==> src/rtl/tx_frame_sequencer_if.sv <==
// Upstream symbol handshake between the symbol source and tx_frame_sequencer.
//   sym_in_i/q : 2-bit I/Q symbol offered by the source
//   sym_valid  : source has a symbol on sym_in_i/q
//   sym_ready  : sequencer takes the symbol this cycle (transfer = valid && ready)
interface tx_frame_sequencer_if;
  logic [1:0] sym_in_i;
  logic [1:0] sym_in_q;
  logic       sym_valid;
  logic       sym_ready;

  modport master (output sym_in_i, output sym_in_q, output sym_valid, input  sym_ready);
  modport slave  (input  sym_in_i, input  sym_in_q, input  sym_valid, output sym_ready);
endinterface

==> src/rtl/tx_frame_sequencer.sv <==
// Timing and framing controller for the I/Q transmitter path.
// Free-running sample/symbol strobes plus a per-symbol frame sequencer:
// preamble -> counted payload from the upstream source -> idle flush.
// Ports:
//   clk, reset          : clock, synchronous active-high reset
//   start, abort        : single-cycle frame request / frame cut-short request
//   up_if (slave)       : upstream symbol handshake (sym_in_i/q, sym_valid, sym_ready)
//   sam_clk_ena         : sample strobe (combinational from counters)
//   sym_clk_ena         : symbol strobe, always coincident with a sample strobe
//   syms_out_i/q        : registered 2-bit symbols to the transmitter filters
//   busy, done          : frame in progress / one-cycle end-of-frame pulse
//   underrun_cnt        : saturating count of payload slots with sym_valid low
module tx_frame_sequencer #(
  parameter int unsigned SAM_DIV     = 4,
  parameter int unsigned SYM_PER_SAM = 4,
  parameter int unsigned PRE_LEN     = 8,
  parameter int unsigned PAY_LEN     = 32,
  parameter int unsigned FLUSH_LEN   = 12,
  parameter logic [1:0]  IDLE_SYM    = 2'b01
) (
  input  logic                  clk,
  input  logic                  reset,
  input  logic                  start,
  input  logic                  abort,
  tx_frame_sequencer_if.slave   up_if,
  output logic                  sam_clk_ena,
  output logic                  sym_clk_ena,
  output logic [1:0]            syms_out_i,
  output logic [1:0]            syms_out_q,
  output logic                  busy,
  output logic                  done,
  output logic [7:0]            underrun_cnt
);

  localparam int unsigned CLK_W   = (SAM_DIV > 1) ? $clog2(SAM_DIV) : 1;
  localparam int unsigned SAM_W   = (SYM_PER_SAM > 1) ? $clog2(SYM_PER_SAM) : 1;
  localparam int unsigned MAX_LEN = (PRE_LEN > PAY_LEN)
                                    ? ((PRE_LEN > FLUSH_LEN) ? PRE_LEN : FLUSH_LEN)
                                    : ((PAY_LEN > FLUSH_LEN) ? PAY_LEN : FLUSH_LEN);
  localparam int unsigned CNT_W   = $clog2(MAX_LEN);

  localparam logic [CLK_W-1:0] CLK_LAST   = CLK_W'(SAM_DIV - 1);
  localparam logic [SAM_W-1:0] SAM_LAST   = SAM_W'(SYM_PER_SAM - 1);
  localparam logic [CNT_W-1:0] PRE_LAST   = CNT_W'(PRE_LEN - 1);
  localparam logic [CNT_W-1:0] PAY_LAST   = CNT_W'(PAY_LEN - 1);
  localparam logic [CNT_W-1:0] FLUSH_LAST = CNT_W'(FLUSH_LEN - 1);

  typedef enum logic [1:0] {ST_IDLE, ST_PRE, ST_PAY, ST_FLUSH} state_e;

  logic [CLK_W-1:0] clk_cnt_q, clk_cnt_d;
  logic [SAM_W-1:0] sam_cnt_q, sam_cnt_d;
  state_e           state_q, state_d;
  logic [CNT_W-1:0] cnt_q, cnt_d;
  logic             start_pend_q, start_pend_d;
  logic             abort_pend_q, abort_pend_d;
  logic [1:0]       sym_i_q, sym_i_d;
  logic [1:0]       sym_q_q, sym_q_d;
  logic             busy_q, busy_d;
  logic             done_q, done_d;
  logic [7:0]       underrun_q, underrun_d;

  // Strobes and ready are decoded straight from the counters/state.
  assign sam_clk_ena     = (clk_cnt_q == CLK_LAST);
  assign sym_clk_ena     = sam_clk_ena && (sam_cnt_q == SAM_LAST);
  assign up_if.sym_ready = (state_q == ST_PAY) && sym_clk_ena && !abort_pend_q;

  assign syms_out_i   = sym_i_q;
  assign syms_out_q   = sym_q_q;
  assign busy         = busy_q;
  assign done         = done_q;
  assign underrun_cnt = underrun_q;

  // Next-state: strobe counters, request flags, and the per-slot sequencer.
  always_comb begin
    clk_cnt_d    = clk_cnt_q;
    sam_cnt_d    = sam_cnt_q;
    state_d      = state_q;
    cnt_d        = cnt_q;
    start_pend_d = start_pend_q;
    abort_pend_d = abort_pend_q;
    sym_i_d      = sym_i_q;
    sym_q_d      = sym_q_q;
    underrun_d   = underrun_q;
    done_d       = 1'b0;

    clk_cnt_d = sam_clk_ena ? '0 : clk_cnt_q + CLK_W'(1);
    if (sam_clk_ena) begin
      sam_cnt_d = sym_clk_ena ? '0 : sam_cnt_q + SAM_W'(1);
    end

    // A start that coincides with abort is dropped.
    if ((state_q == ST_IDLE) && start && !abort) begin
      start_pend_d = 1'b1;
    end
    if (((state_q == ST_PRE) || (state_q == ST_PAY)) && abort) begin
      abort_pend_d = 1'b1;
    end
    if (state_q == ST_FLUSH) begin
      abort_pend_d = 1'b0;
    end

    if (sym_clk_ena) begin
      sym_i_d = IDLE_SYM;
      sym_q_d = IDLE_SYM;
      unique case (state_q)
        ST_IDLE: begin
          if (start_pend_q) begin
            sym_i_d      = 2'b11;
            sym_q_d      = 2'b11;
            state_d      = ST_PRE;
            cnt_d        = CNT_W'(1);
            start_pend_d = 1'b0;
          end
        end
        ST_PRE, ST_PAY: begin
          if (abort_pend_q) begin
            state_d      = ST_FLUSH;
            cnt_d        = CNT_W'(1);
            abort_pend_d = 1'b0;
          end else if (state_q == ST_PRE) begin
            // Preamble alternates 11/00 starting with 11 at index 0.
            sym_i_d = cnt_q[0] ? 2'b00 : 2'b11;
            sym_q_d = cnt_q[0] ? 2'b00 : 2'b11;
            if (cnt_q == PRE_LAST) begin
              state_d = ST_PAY;
              cnt_d   = '0;
            end else begin
              cnt_d = cnt_q + CNT_W'(1);
            end
          end else begin
            if (up_if.sym_valid) begin
              sym_i_d = up_if.sym_in_i;
              sym_q_d = up_if.sym_in_q;
            end else if (underrun_q != 8'hFF) begin
              underrun_d = underrun_q + 8'd1;
            end
            if (cnt_q == PAY_LAST) begin
              state_d = ST_FLUSH;
              cnt_d   = '0;
            end else begin
              cnt_d = cnt_q + CNT_W'(1);
            end
          end
        end
        ST_FLUSH: begin
          if (cnt_q == FLUSH_LAST) begin
            state_d = ST_IDLE;
            cnt_d   = '0;
            done_d  = 1'b1;
          end else begin
            cnt_d = cnt_q + CNT_W'(1);
          end
        end
        default: state_d = ST_IDLE;
      endcase
    end

    busy_d = (state_d != ST_IDLE);
  end

  // State register.
  always_ff @(posedge clk) begin
    if (reset) begin
      clk_cnt_q    <= '0;
      sam_cnt_q    <= '0;
      state_q      <= ST_IDLE;
      cnt_q        <= '0;
      start_pend_q <= 1'b0;
      abort_pend_q <= 1'b0;
      sym_i_q      <= IDLE_SYM;
      sym_q_q      <= IDLE_SYM;
      busy_q       <= 1'b0;
      done_q       <= 1'b0;
      underrun_q   <= '0;
    end else begin
      clk_cnt_q    <= clk_cnt_d;
      sam_cnt_q    <= sam_cnt_d;
      state_q      <= state_d;
      cnt_q        <= cnt_d;
      start_pend_q <= start_pend_d;
      abort_pend_q <= abort_pend_d;
      sym_i_q      <= sym_i_d;
      sym_q_q      <= sym_q_d;
      busy_q       <= busy_d;
      done_q       <= done_d;
      underrun_q   <= underrun_d;
    end
  end

endmodule

==> src/flat_wrapper.sv <==
// flat-port wrapper written by rule: the top's interface ports become plain ports
module tx_frame_sequencer_flat 
#(
  parameter int unsigned SAM_DIV     = 4,
  parameter int unsigned SYM_PER_SAM = 4,
  parameter int unsigned PRE_LEN     = 8,
  parameter int unsigned PAY_LEN     = 32,
  parameter int unsigned FLUSH_LEN   = 12,
  parameter logic [1:0]  IDLE_SYM    = 2'b01
)
  (clk, reset, start, abort, sam_clk_ena, sym_clk_ena, syms_out_i, syms_out_q, busy, done, underrun_cnt, up_if_sym_in_i, up_if_sym_in_q, up_if_sym_valid, up_if_sym_ready);
  tx_frame_sequencer_if up_if_i ();
  input  logic clk;
  input  logic reset;
  input  logic start;
  input  logic abort;
  output logic sam_clk_ena;
  output logic sym_clk_ena;
  output logic [1:0] syms_out_i;
  output logic [1:0] syms_out_q;
  output logic busy;
  output logic done;
  output logic [7:0] underrun_cnt;
  input wire logic [$bits(up_if_i.sym_in_i)-1:0] up_if_sym_in_i;
  input wire logic [$bits(up_if_i.sym_in_q)-1:0] up_if_sym_in_q;
  input wire logic [$bits(up_if_i.sym_valid)-1:0] up_if_sym_valid;
  output wire logic [$bits(up_if_i.sym_ready)-1:0] up_if_sym_ready;
  assign up_if_i.sym_in_i = up_if_sym_in_i;
  assign up_if_i.sym_in_q = up_if_sym_in_q;
  assign up_if_i.sym_valid = up_if_sym_valid;
  assign up_if_sym_ready = up_if_i.sym_ready;
  tx_frame_sequencer #(.SAM_DIV(SAM_DIV), .SYM_PER_SAM(SYM_PER_SAM), .PRE_LEN(PRE_LEN), .PAY_LEN(PAY_LEN), .FLUSH_LEN(FLUSH_LEN), .IDLE_SYM(IDLE_SYM)) u_core (.clk(clk), .reset(reset), .start(start), .abort(abort), .up_if(up_if_i), .sam_clk_ena(sam_clk_ena), .sym_clk_ena(sym_clk_ena), .syms_out_i(syms_out_i), .syms_out_q(syms_out_q), .busy(busy), .done(done), .underrun_cnt(underrun_cnt));
endmodule
==> config.mk <==
export PLATFORM = sky130hd
export DESIGN_NAME = tx_frame_sequencer_flat
export DESIGN_NICKNAME = d
export VERILOG_FILES = /design/src/rtl/tx_frame_sequencer_if.sv /design/src/rtl/tx_frame_sequencer.sv /design/src/flat_wrapper.sv
export SDC_FILE = /design/constraint.sdc
export NUM_CORES = 1
export LEC_CHECK = 0
export BUFFER_PORTS_ARGS = -buffer_cell sky130_fd_sc_hd__buf_2
export CORE_MARGIN = 2
export CORE_UTILIZATION = 62
export CTS_BUF_LIST = sky130_fd_sc_hd__clkbuf_2
export DETAILED_ROUTE_END_ITERATION = 10
export GPL_ROUTABILITY_DRIVEN = 0
export PLACE_DENSITY = 0.87
export SETUP_SLACK_MARGIN = 0.1
export SYNTH_ARGS = -nofsm -noshare
export SYNTH_HDL_FRONTEND = slang
export SYNTH_SLANG_ARGS = --single-unit
export TNS_END_PERCENT = 100
==> constraint.sdc <==
create_clock -name clk -period 5.3 [get_ports clk]
set_input_delay 0 -clock clk [delete_from_list [all_inputs] [get_ports clk]]
set_output_delay 0 -clock clk [all_outputs]
set_load 0.1 [all_outputs]
==> flow_metrics.env, run 1 <==
export IMPL_status="finished clean"
export IMPL_die_width_um=52.9
export IMPL_drv_slew=0
export IMPL_clockRootBuffer="clkbuf_2"
export IMPL_max_freq_ghz=0.472
export IMPL_htreeDepth=1
export IMPL_finalCriticalPeriod_ps=2120
export IMPL_start_kind="register"
export IMPL_cts_clk_slew_worst_paths_ps=270
export IMPL_max_slew_margin_rel=0.672
export IMPL_portBuffers=25
export IMPL_async_flop_share=0
export IMPL_drv_cap=0
export IMPL_clock_latency_ps=370
export IMPL_grt_remaining_overflow=0
export IMPL_fin_crit_sh=0.400
export IMPL_synth_main_ff_cell="dfxtp_1"
export IMPL_cts_tree="built"
export IMPL_final_cells=230
export IMPL_ant_nets=0
export IMPL_fin_nets=221
export IMPL_wl_um=3340
export IMPL_rsz0062_at_grt="false"
export IMPL_criticalPathCategory="register to register"
export IMPL_arrival_ps=2460
export IMPL_ios=26
export IMPL_cp_max_fo=10
export IMPL_yosys_area_top_type="dfxtp_1"
export IMPL_yosysSeqAreaShare=0.365
export IMPL_start_util=0.664
export IMPL_cts_buffers_inserted=3
export IMPL_drc=0
export IMPL_fin_ws_ps=3180
export IMPL_ys_types=41
export IMPL_synth_edf_count=0
export IMPL_fp_dieH_um=52.9
export IMPL_hold_class="input pin to register"
export IMPL_gr_max_usage_layer="met2"
export IMPL_syn_inst=181
export IMPL_met2_usage=0.417
export IMPL_setup_viol=0
export IMPL_hold_viol_final=0
export IMPL_first_iter_violations=64
export IMPL_met1_usage=0.359
export IMPL_grt_max_degree=28
export IMPL_yosys_top_cells_area="dfxtp_1, ha_1, a21oi_1"
export IMPL_clockBufferDepth=2
export IMPL_track_usage=0.258
export IMPL_dp_slack_ps=3260
export IMPL_yosysWarnings=0
export IMPL_fin_worst_skew_ps=16.6
export IMPL_synth_cell_area_mm2=0.00148
export IMPL_vdd_drop_max_uv=193
export IMPL_std_cell_rows=17
export IMPL_placedCellCount=225
export IMPL_endpoint_kind="register"
export IMPL_antenna_found_initial=0
export IMPL_powerDensity_mw_per_mm2=191
export IMPL_fillCellCount=192
export IMPL_firstDrtPassIters=4
export IMPL_synth_seq_cells=27
export IMPL_use_met3=0.0395
export IMPL_clkSinkCount=27
export IMPL_wl_per_cell_um=14.5
export IMPL_first_global_vias=1221
export IMPL_drive_gt1_frac=0.173
export IMPL_p_leak_nw=0.663
export IMPL_tightest_slew_ps=492
export IMPL_setup_tns_ps=0
export IMPL_vias=1404
export IMPL_synth_top_area_frac=0.365
export IMPL_dieArea_mm2=0.00280
export IMPL_crit_required_ps=5640
export IMPL_n_antenna_cell=0
export IMPL_syn_area_per_cell_um2=8.19
export IMPL_vias_per_cell=6.10
export IMPL_syn_nets=199
export IMPL_coreArea_mm2=0.00223
export IMPL_fin_util=0.733
export IMPL_area_growth_pct=10.5
export IMPL_grt_first_pass_wirelength_um=5430
export IMPL_post_dp_hpwl_um=2450
cell usage after synthesis (4+ instances only):
library cell  number
o41ai_1            4
a21oi_1           22
or4_1              4
nor2_1            14
ha_1               9
clkbuf_1           8
nor3b_1            4
nand2_1           16
dfxtp_1           27
nor3_1             5
inv_1              8
nand3_1            5
o21ai_0            8
critical path, cell delays in order (launching register included):
cell     delay [ps]
dfxtp_1         450
inv_1           100
ha_1            450
and3_1          280
nand2_2         140
or4_1           530
a21oi_1         150
cell type report:
cell class	instances	area, um^2	area share
multi-input combinational	136	873	0.533
sequential	27	541	0.330
timing repair buffer	26	135	0.0825
tap	28	35.0	0.0214
inverter	9	33.8	0.0206
clock buffer	3	15.0	0.00917
clock inverter	1	5.00	0.00306
logic make-up (layout without fill, tap and decap cells):
family | Yosys count | after routing | synth area share
simple gates | 71 | 71 | 0.269
compound gates | 54 | 54 | 0.231
flops | 27 | 27 | 0.365
buf+inv | 18 | 39 | 0.0464
xor+xnor | 1 | 1 | 0.00591
mux | 1 | 1 | 0.00675
fa+ha+maj | 9 | 9 | 0.0760
layer usage:
metal | wire (um) | share of wire | vias to the layer above
met5 | 0 | 0 | -
met4 | 33 | 0.0099 | 0
met3 | 235 | 0.070 | 4
met2 | 1520 | 0.45 | 54
met1 | 1550 | 0.46 | 641
li1 | - | - | 705
placed cells by master, fill, tap and decap left out, types with 2 or more instances in the layout:
cell type and n:
nor4b_1 2, o41ai_1 4, nor2_1 14, or3_1 3, nand3b_1 2, buf_2 25
and3_1 2, o2111ai_1 3, or3b_2 3, or4_1 4, and2_1 2, o21bai_1 2
nor3_1 5, nand3_1 5, o21ai_0 8, inv_1 8, a21oi_1 22, clkbuf_2 3
o31ai_1 2, nor3b_1 4, a31oi_1 3, a21o_1 2, nand2b_1 3, nand2_1 16
dfxtp_1 27, o211ai_1 3, ha_1 9
state kept, by name, indices dropped and copies added, names as in the netlist, 2 cells and up:
name                 cells
u_core.underrun_cnt      8
u_core.cnt_q             5
u_core.syms_out_q        2
u_core.syms_out_i        2
u_core.clk_cnt_q         2
u_core.sam_cnt_q         2
u_core.state_q           2
power by group:
group	switching, mW	internal [mW]
Combinational	0.0136	0.00891
Sequential	0.00168	0.207
Clock	0.0647	0.0171
Total	0.0800	0.233
worst paths after layout:
path | startpoint | end | slack (ps) | cells after the start
setup / recovery | u_core.state_q[0] | u_core.underrun_cnt[3] | 3180 | 6
hold / removal | start | u_core.start_pend_q | 10 | 4
setup reg to reg | u_core.state_q[0] | u_core.underrun_cnt[3] | 3180 | 6
hold reg to reg | u_core.clk_cnt_q[0] | u_core.clk_cnt_q[0] | 450 | 1
metrics by stage:
| step | hold WS, ps | power (mW) | area, um^2 |
|---|---|---|---|
| after floorplan | 216 | 0.228 | 1480 |
| after global placement | 333 | 0.233 | 1610 |
| after CTS | 19.8 | 0.312 | 1640 |
| after detailed placement | 345 | 0.234 | 1610 |
| after global routing | 9.50 | 0.320 | 1640 |
| final | 11.1 | 0.313 | 1640 |
what timing repair did:
item / in CTS / in global routing
hold buffers: 1 / 0
gates resized for setup: 0 / 0
buffers inserted: 0 / 0
endpoints found under the hold margin: 2 / 0
Power figures use the tool's default switching activity.
==> run 2: changes to the inputs <==
CORE_UTILIZATION = 52   (was 62)
PLACE_DENSITY = 0.78   (was 0.87)
clock period = 1.9 ns   (was 5.3 ns; I/O delays follow)
==> flow_metrics.env, run 2 (synthesized netlist as in run 1, its figures left out) <==
export IMPL_status="finished clean"
export IMPL_wl_per_cell_um=15.3
export IMPL_start_kind="register"
export IMPL_start_util=0.542
export IMPL_vias_per_cell=6.12
export IMPL_drv_slew=0
export IMPL_whs_path_depth=4
export IMPL_crit_required_ps=2230
export IMPL_std_cell_rows=19
export IMPL_first_global_vias=1397
export IMPL_rsz0062_at_grt="true"
export IMPL_ant_nets=0
export IMPL_cts_tree="built"
export IMPL_max_slew_margin_rel=0.660
export IMPL_track_usage=0.228
export IMPL_clock_latency_ps=370
export IMPL_n_antenna_cell=0
export IMPL_tightest_slew_ps=510
export IMPL_cts_clk_slew_worst_paths_ps=250
export IMPL_criticalPathCategory="register to register"
export IMPL_firstDrtPassIters=4
export IMPL_arrival_ps=2080
export IMPL_dieArea_mm2=0.00329
export IMPL_crit_chain="inv_2 -> ha_1 -> and3_4 -> nand2_4 -> or4_4 -> a21oi_2"
export IMPL_fin_crit_sh=0.924
export IMPL_die_width_um=57.4
export IMPL_antenna_found_initial=0
export IMPL_stdcell_area_mm2=0.00187
export IMPL_fin_nets=231
export IMPL_grt_max_degree=28
export IMPL_fin_worst_skew_ps=4.02
export IMPL_final_cell_mix="buf_2, a21oi_1, nand2_1"
export IMPL_grt_remaining_overflow=0
export IMPL_post_dp_hpwl_um=2610
export IMPL_wl_um=3710
export IMPL_area_growth_pct=25.8
export IMPL_vdd_drop_max_uv=434
export IMPL_cts_buffers_inserted=3
export IMPL_drc=0
export IMPL_max_freq_ghz=0.570
export IMPL_fp_dieH_um=57.4
export IMPL_endpoint_kind="register"
export IMPL_cts_setup_buffers=0
export IMPL_ff2ff_path_depth=6
export IMPL_ios=26
export IMPL_htreeDepth=1
export IMPL_powerDensity_mw_per_mm2=471
export IMPL_hold_class="input pin to register"
export IMPL_clockRootBuffer="clkbuf_2"
export IMPL_coreArea_mm2=0.00273
export IMPL_worstReg2RegStart="u_core.state_q[0]"
export IMPL_postPlaceCellArea_mm2=0.00174
export IMPL_clkSinkCount=27
export IMPL_drv_cap=0
export IMPL_crit_buf_inv=1
export IMPL_clockBufferDepth=2
export IMPL_hp_start="start"
export IMPL_setup_viol=0
export IMPL_rr_endpoint="u_core.underrun_cnt[3]"
export IMPL_layout_commonest_cell="buf_2"
export IMPL_portBuffers=25
export IMPL_power_uw=878
export IMPL_drive_gt1_frac=0.358
export IMPL_r2r_slack_ps=150
export IMPL_critPathMaxStageDelay_ps=530
export IMPL_fin_ws_ps=145
export IMPL_largest_reg_flops=8
export IMPL_first_iter_violations=62
export IMPL_min_to="u_core.start_pend_q"
export IMPL_cp_slowest_cell="or4_4"
export IMPL_cp_max_fo=10
export IMPL_hold_viol_final=0
export IMPL_p_leak_nw=0.738
export IMPL_fillCellCount=243
export IMPL_vias=1487
export IMPL_dp_slack_ps=42.3
export IMPL_cp_top_family="simple AND/OR/NAND/NOR gates"
export IMPL_grt_first_pass_wirelength_um=6040
export IMPL_setup_tns_ps=0
export IMPL_finalCriticalPeriod_ps=1750
-- run 2: cell types whose count changed in the layout (fill, tap and decap cells not counted), sizes merged --
cell and delta:
clkbuf +2, clkinv -1, buf +9
-- run 2: worst max-delay path by stage --
stage	from	end	slack [ps]	depth (start not counted)
5_1_grt	u_core.state_q[0]	u_core.underrun_cnt[3]	70	6
2_1_floorplan	u_core.clk_cnt_q[0]	up_if_sym_ready	-50	4
3_3_place_gp	u_core.cnt_q[0]	u_core.busy	120	7
3_5_place_dp	u_core.state_q[0]	u_core.underrun_cnt[3]	40	6
4_1_cts	u_core.sam_cnt_q[0]	sym_clk_ena	100	4
6_report	u_core.state_q[0]	u_core.underrun_cnt[3]	150	6
-- run 2: stage by stage --
step,hold slack (ps),util,cells
finish,1.29,0.682,243
global route,45.7,0.682,243
CTS,8.66,0.656,243
detailed placement,337,0.637,238
global placement,327,0.637,238
floorplan,216,-,181
-- run 2: cell type report --
type | instances | area, um^2 | area share
Clock buffer | 4 | 20.0 | 0.0107
Inverter | 9 | 35.0 | 0.0188
Multi-Input combinational cell | 136 | 975 | 0.522
Sequential cell | 27 | 566 | 0.303
Tap cell | 31 | 38.8 | 0.0208
Timing Repair Buffer | 36 | 231 | 0.124
-- run 2: timing repair --
item,CTS,global route
cloned,0,0
hold endpoints to repair,2,0
hold buffers,1,0
endpoints found under the setup margin,8,12
resized for setup,7,22
pin swaps,1,4
-- run 2: where the power goes --
| group | switching (mW) | internal [mW] |
|---|---|---|
| clock | 0.174 | 0.0555 |
| sequential | 0.00674 | 0.573 |
| combinational | 0.0406 | 0.0291 |
-- run 2: layer usage --
| layer | global-route usage | part of all wire |
|---|---|---|
| met4 | 0.0963 | 0.014 |
| met1 | 0.289 | 0.44 |
| met5 | 0 | 0 |
| met2 | 0.383 | 0.49 |
| met3 | 0.0385 | 0.051 |
-- run 2: worst register-to-register path, stage by stage, from the launching register on --
cell     delay (ps)
dfxtp_4         420
inv_2            50
ha_1            290
and3_4          220
nand2_4          80
or4_4           530
a21oi_2         130
==> run 3: changes to the inputs <==
GPL_TIMING_DRIVEN = 0   (was default)
==> flow_metrics.env, run 3 (synthesized netlist as in run 1, its figures left out) <==
export IMPL_start_util=0.542
export IMPL_fp_dieH_um=57.4
export IMPL_ff2ff_path_depth=7
export IMPL_ant_nets=0
export IMPL_drc=0
export IMPL_whs_path_depth=4
export IMPL_fin_crit_sh=0.966
export IMPL_setup_viol=0
export IMPL_pwr_share_comb=0.087
export IMPL_rsz0062_at_grt="true"
export IMPL_ios=26
export IMPL_hold_worst_slack_ps=38.2
export IMPL_fin_worst_skew_ps=12.5
export IMPL_cts_tree="built"
export IMPL_firstDrtPassIters=4
export IMPL_grt_max_degree=15
export IMPL_largest_reg_flops=8
export IMPL_final_cell_mix="buf_2, a21oi_1, nand2_1"
export IMPL_post_dp_hpwl_um=2610
export IMPL_placedCellCount=236
export IMPL_cp_max_fo=6
export IMPL_wl_per_cell_um=16.4
export IMPL_grt_remaining_overflow=0
export IMPL_clockBufferDepth=2
export IMPL_first_global_vias=1394
export IMPL_fin_util=0.722
export IMPL_cts_clk_slew_worst_paths_ps=260
export IMPL_max_slew_margin_rel=0.606
export IMPL_hold_class="input pin to register"
export IMPL_pwr_share_clk=0.258
export IMPL_crit_chain="ha_4 -> and3_1 -> ha_1 -> nor2b_4 -> o311ai_1 -> a221o_1 -> o31ai_1"
export IMPL_max_freq_ghz=0.545
export IMPL_first_iter_violations=108
export IMPL_power_switching_uw=226
export IMPL_vias_per_cell=6.31
export IMPL_powerDensity_mw_per_mm2=449
export IMPL_arrival_ps=2130
export IMPL_drv_slew=0
export IMPL_dp_slack_ps=-203
export IMPL_endpoint_kind="register"
export IMPL_start_kind="register"
export IMPL_grt_first_pass_wirelength_um=6290
export IMPL_coreArea_mm2=0.00273
export IMPL_seqPwrFrac=0.655
export IMPL_crit_cells=7
export IMPL_status="finished clean"
export IMPL_drv_cap=0
export IMPL_hold_viol_final=0
export IMPL_drive_gt1_frac=0.393
export IMPL_clkSinkCount=27
export IMPL_clock_latency_ps=370
export IMPL_cts_buffers_inserted=3
export IMPL_cp_slowest_cell="dfxtp_4"
export IMPL_die_width_um=57.4
export IMPL_fillCellCount=201
export IMPL_dieArea_mm2=0.00329
export IMPL_n_antenna_cell=0
export IMPL_crit_buf_inv=0
export IMPL_antenna_found_initial=0
export IMPL_criticalPathCategory="register to register"
export IMPL_portBuffers=24
export IMPL_wl_um=4110
export IMPL_crit_required_ps=2190
export IMPL_netSwitchingFraction=0.255
export IMPL_tightest_slew_ps=591
export IMPL_finalCriticalPeriod_ps=1830
export IMPL_area_growth_pct=33.1
export IMPL_vdd_drop_max_uv=377
export IMPL_final_cells=250
export IMPL_track_usage=0.238
export IMPL_cp_top_family="compound AO/OA/AOI/OAI gates"
export IMPL_fin_nets=238
export IMPL_clockRootBuffer="clkbuf_2"
export IMPL_std_cell_rows=19
export IMPL_p_leak_nw=0.766
export IMPL_setup_tns_ps=0
export IMPL_critPathMaxStageDelay_ps=430
export IMPL_htreeDepth=1
export IMPL_layout_commonest_cell="buf_2"
export IMPL_fin_ws_ps=65.2
export IMPL_vias=1577
export IMPL_intPower_uw=660
==> run 3: changes by cell type in the layout (fill, tap and decap cells not counted), moves of 2 or more <==
cell	previous run	this run
ha_4	1	4
or3b_2	3	1
a21oi_2	1	5
ha_2	3	0
clkbuf_1	0	4
or3b_4	0	2
a21oi_1	21	17
==> run 3: timing repair <==
action / CTS / global route
hold buffers: 1 / 0
pin swaps: 4 / 15
resized for setup: 24 / 31
endpoints found under the setup margin: 17 / 16
hold endpoints to repair: 1 / 0
buffers inserted: 5 / 4
gates cloned: 0 / 1
==> run 3: path summary, 6_finish.rpt <==
kind | slack [ps] | from | endpoint
setup / recovery | 70 | u_core.cnt_q[0] | u_core.busy
hold / removal | 40 | start | u_core.start_pend_q
hold reg to reg | 460 | u_core.clk_cnt_q[0] | u_core.clk_cnt_q[0]
setup reg to reg | 70 | u_core.cnt_q[0] | u_core.busy
==> run 3: power groups by stage <==
stage,clock [mW],sequential [mW],combinational [mW]
2_1_floorplan,0,0.590,0.0492
3_3_place_gp,0,0.591,0.0646
3_5_place_dp,0,0.592,0.0670
4_1_cts,0.228,0.579,0.0712
5_1_grt,0.253,0.582,0.0835
6_report,0.229,0.580,0.0771
==> run 3: metrics by stage <==
stage               instance area (um^2)  power, mW
finish                              1970      0.886
global route                        1970      0.918
floorplan                           1520      0.640
global placement                    1680      0.655
detailed placement                  1680      0.659
CTS                                 1830      0.879
==> run 3: cell type report <==
type | count | area (um^2) | area share
multi-input cells | 137 | 1050 | 0.531
flip-flops and latches | 27 | 566 | 0.287
repair buffers | 34 | 213 | 0.108
plain buffers | 8 | 51.3 | 0.0260
well taps | 31 | 38.8 | 0.0197
inverters | 9 | 37.5 | 0.0190
clock buffers | 4 | 20.0 | 0.0101
==> run 3: worst min-delay path: cells and delay by family <==
family                 cells  cell delay, ps
AO/OA/AOI/OAI              1             130
buffers and inverters      1             100
AND/OR/NAND/NOR            2             170
==> run 3: routing by layer <==
metal  share of wire  routed length [um]  GRT usage  up-vias
li1                -                   -          -      746
met1            0.42                1720      0.293      739
met2            0.50                2050      0.414       78
met3           0.058                 237     0.0363       14
met4           0.023                  95     0.0963        0
met5               0                   0          0        -
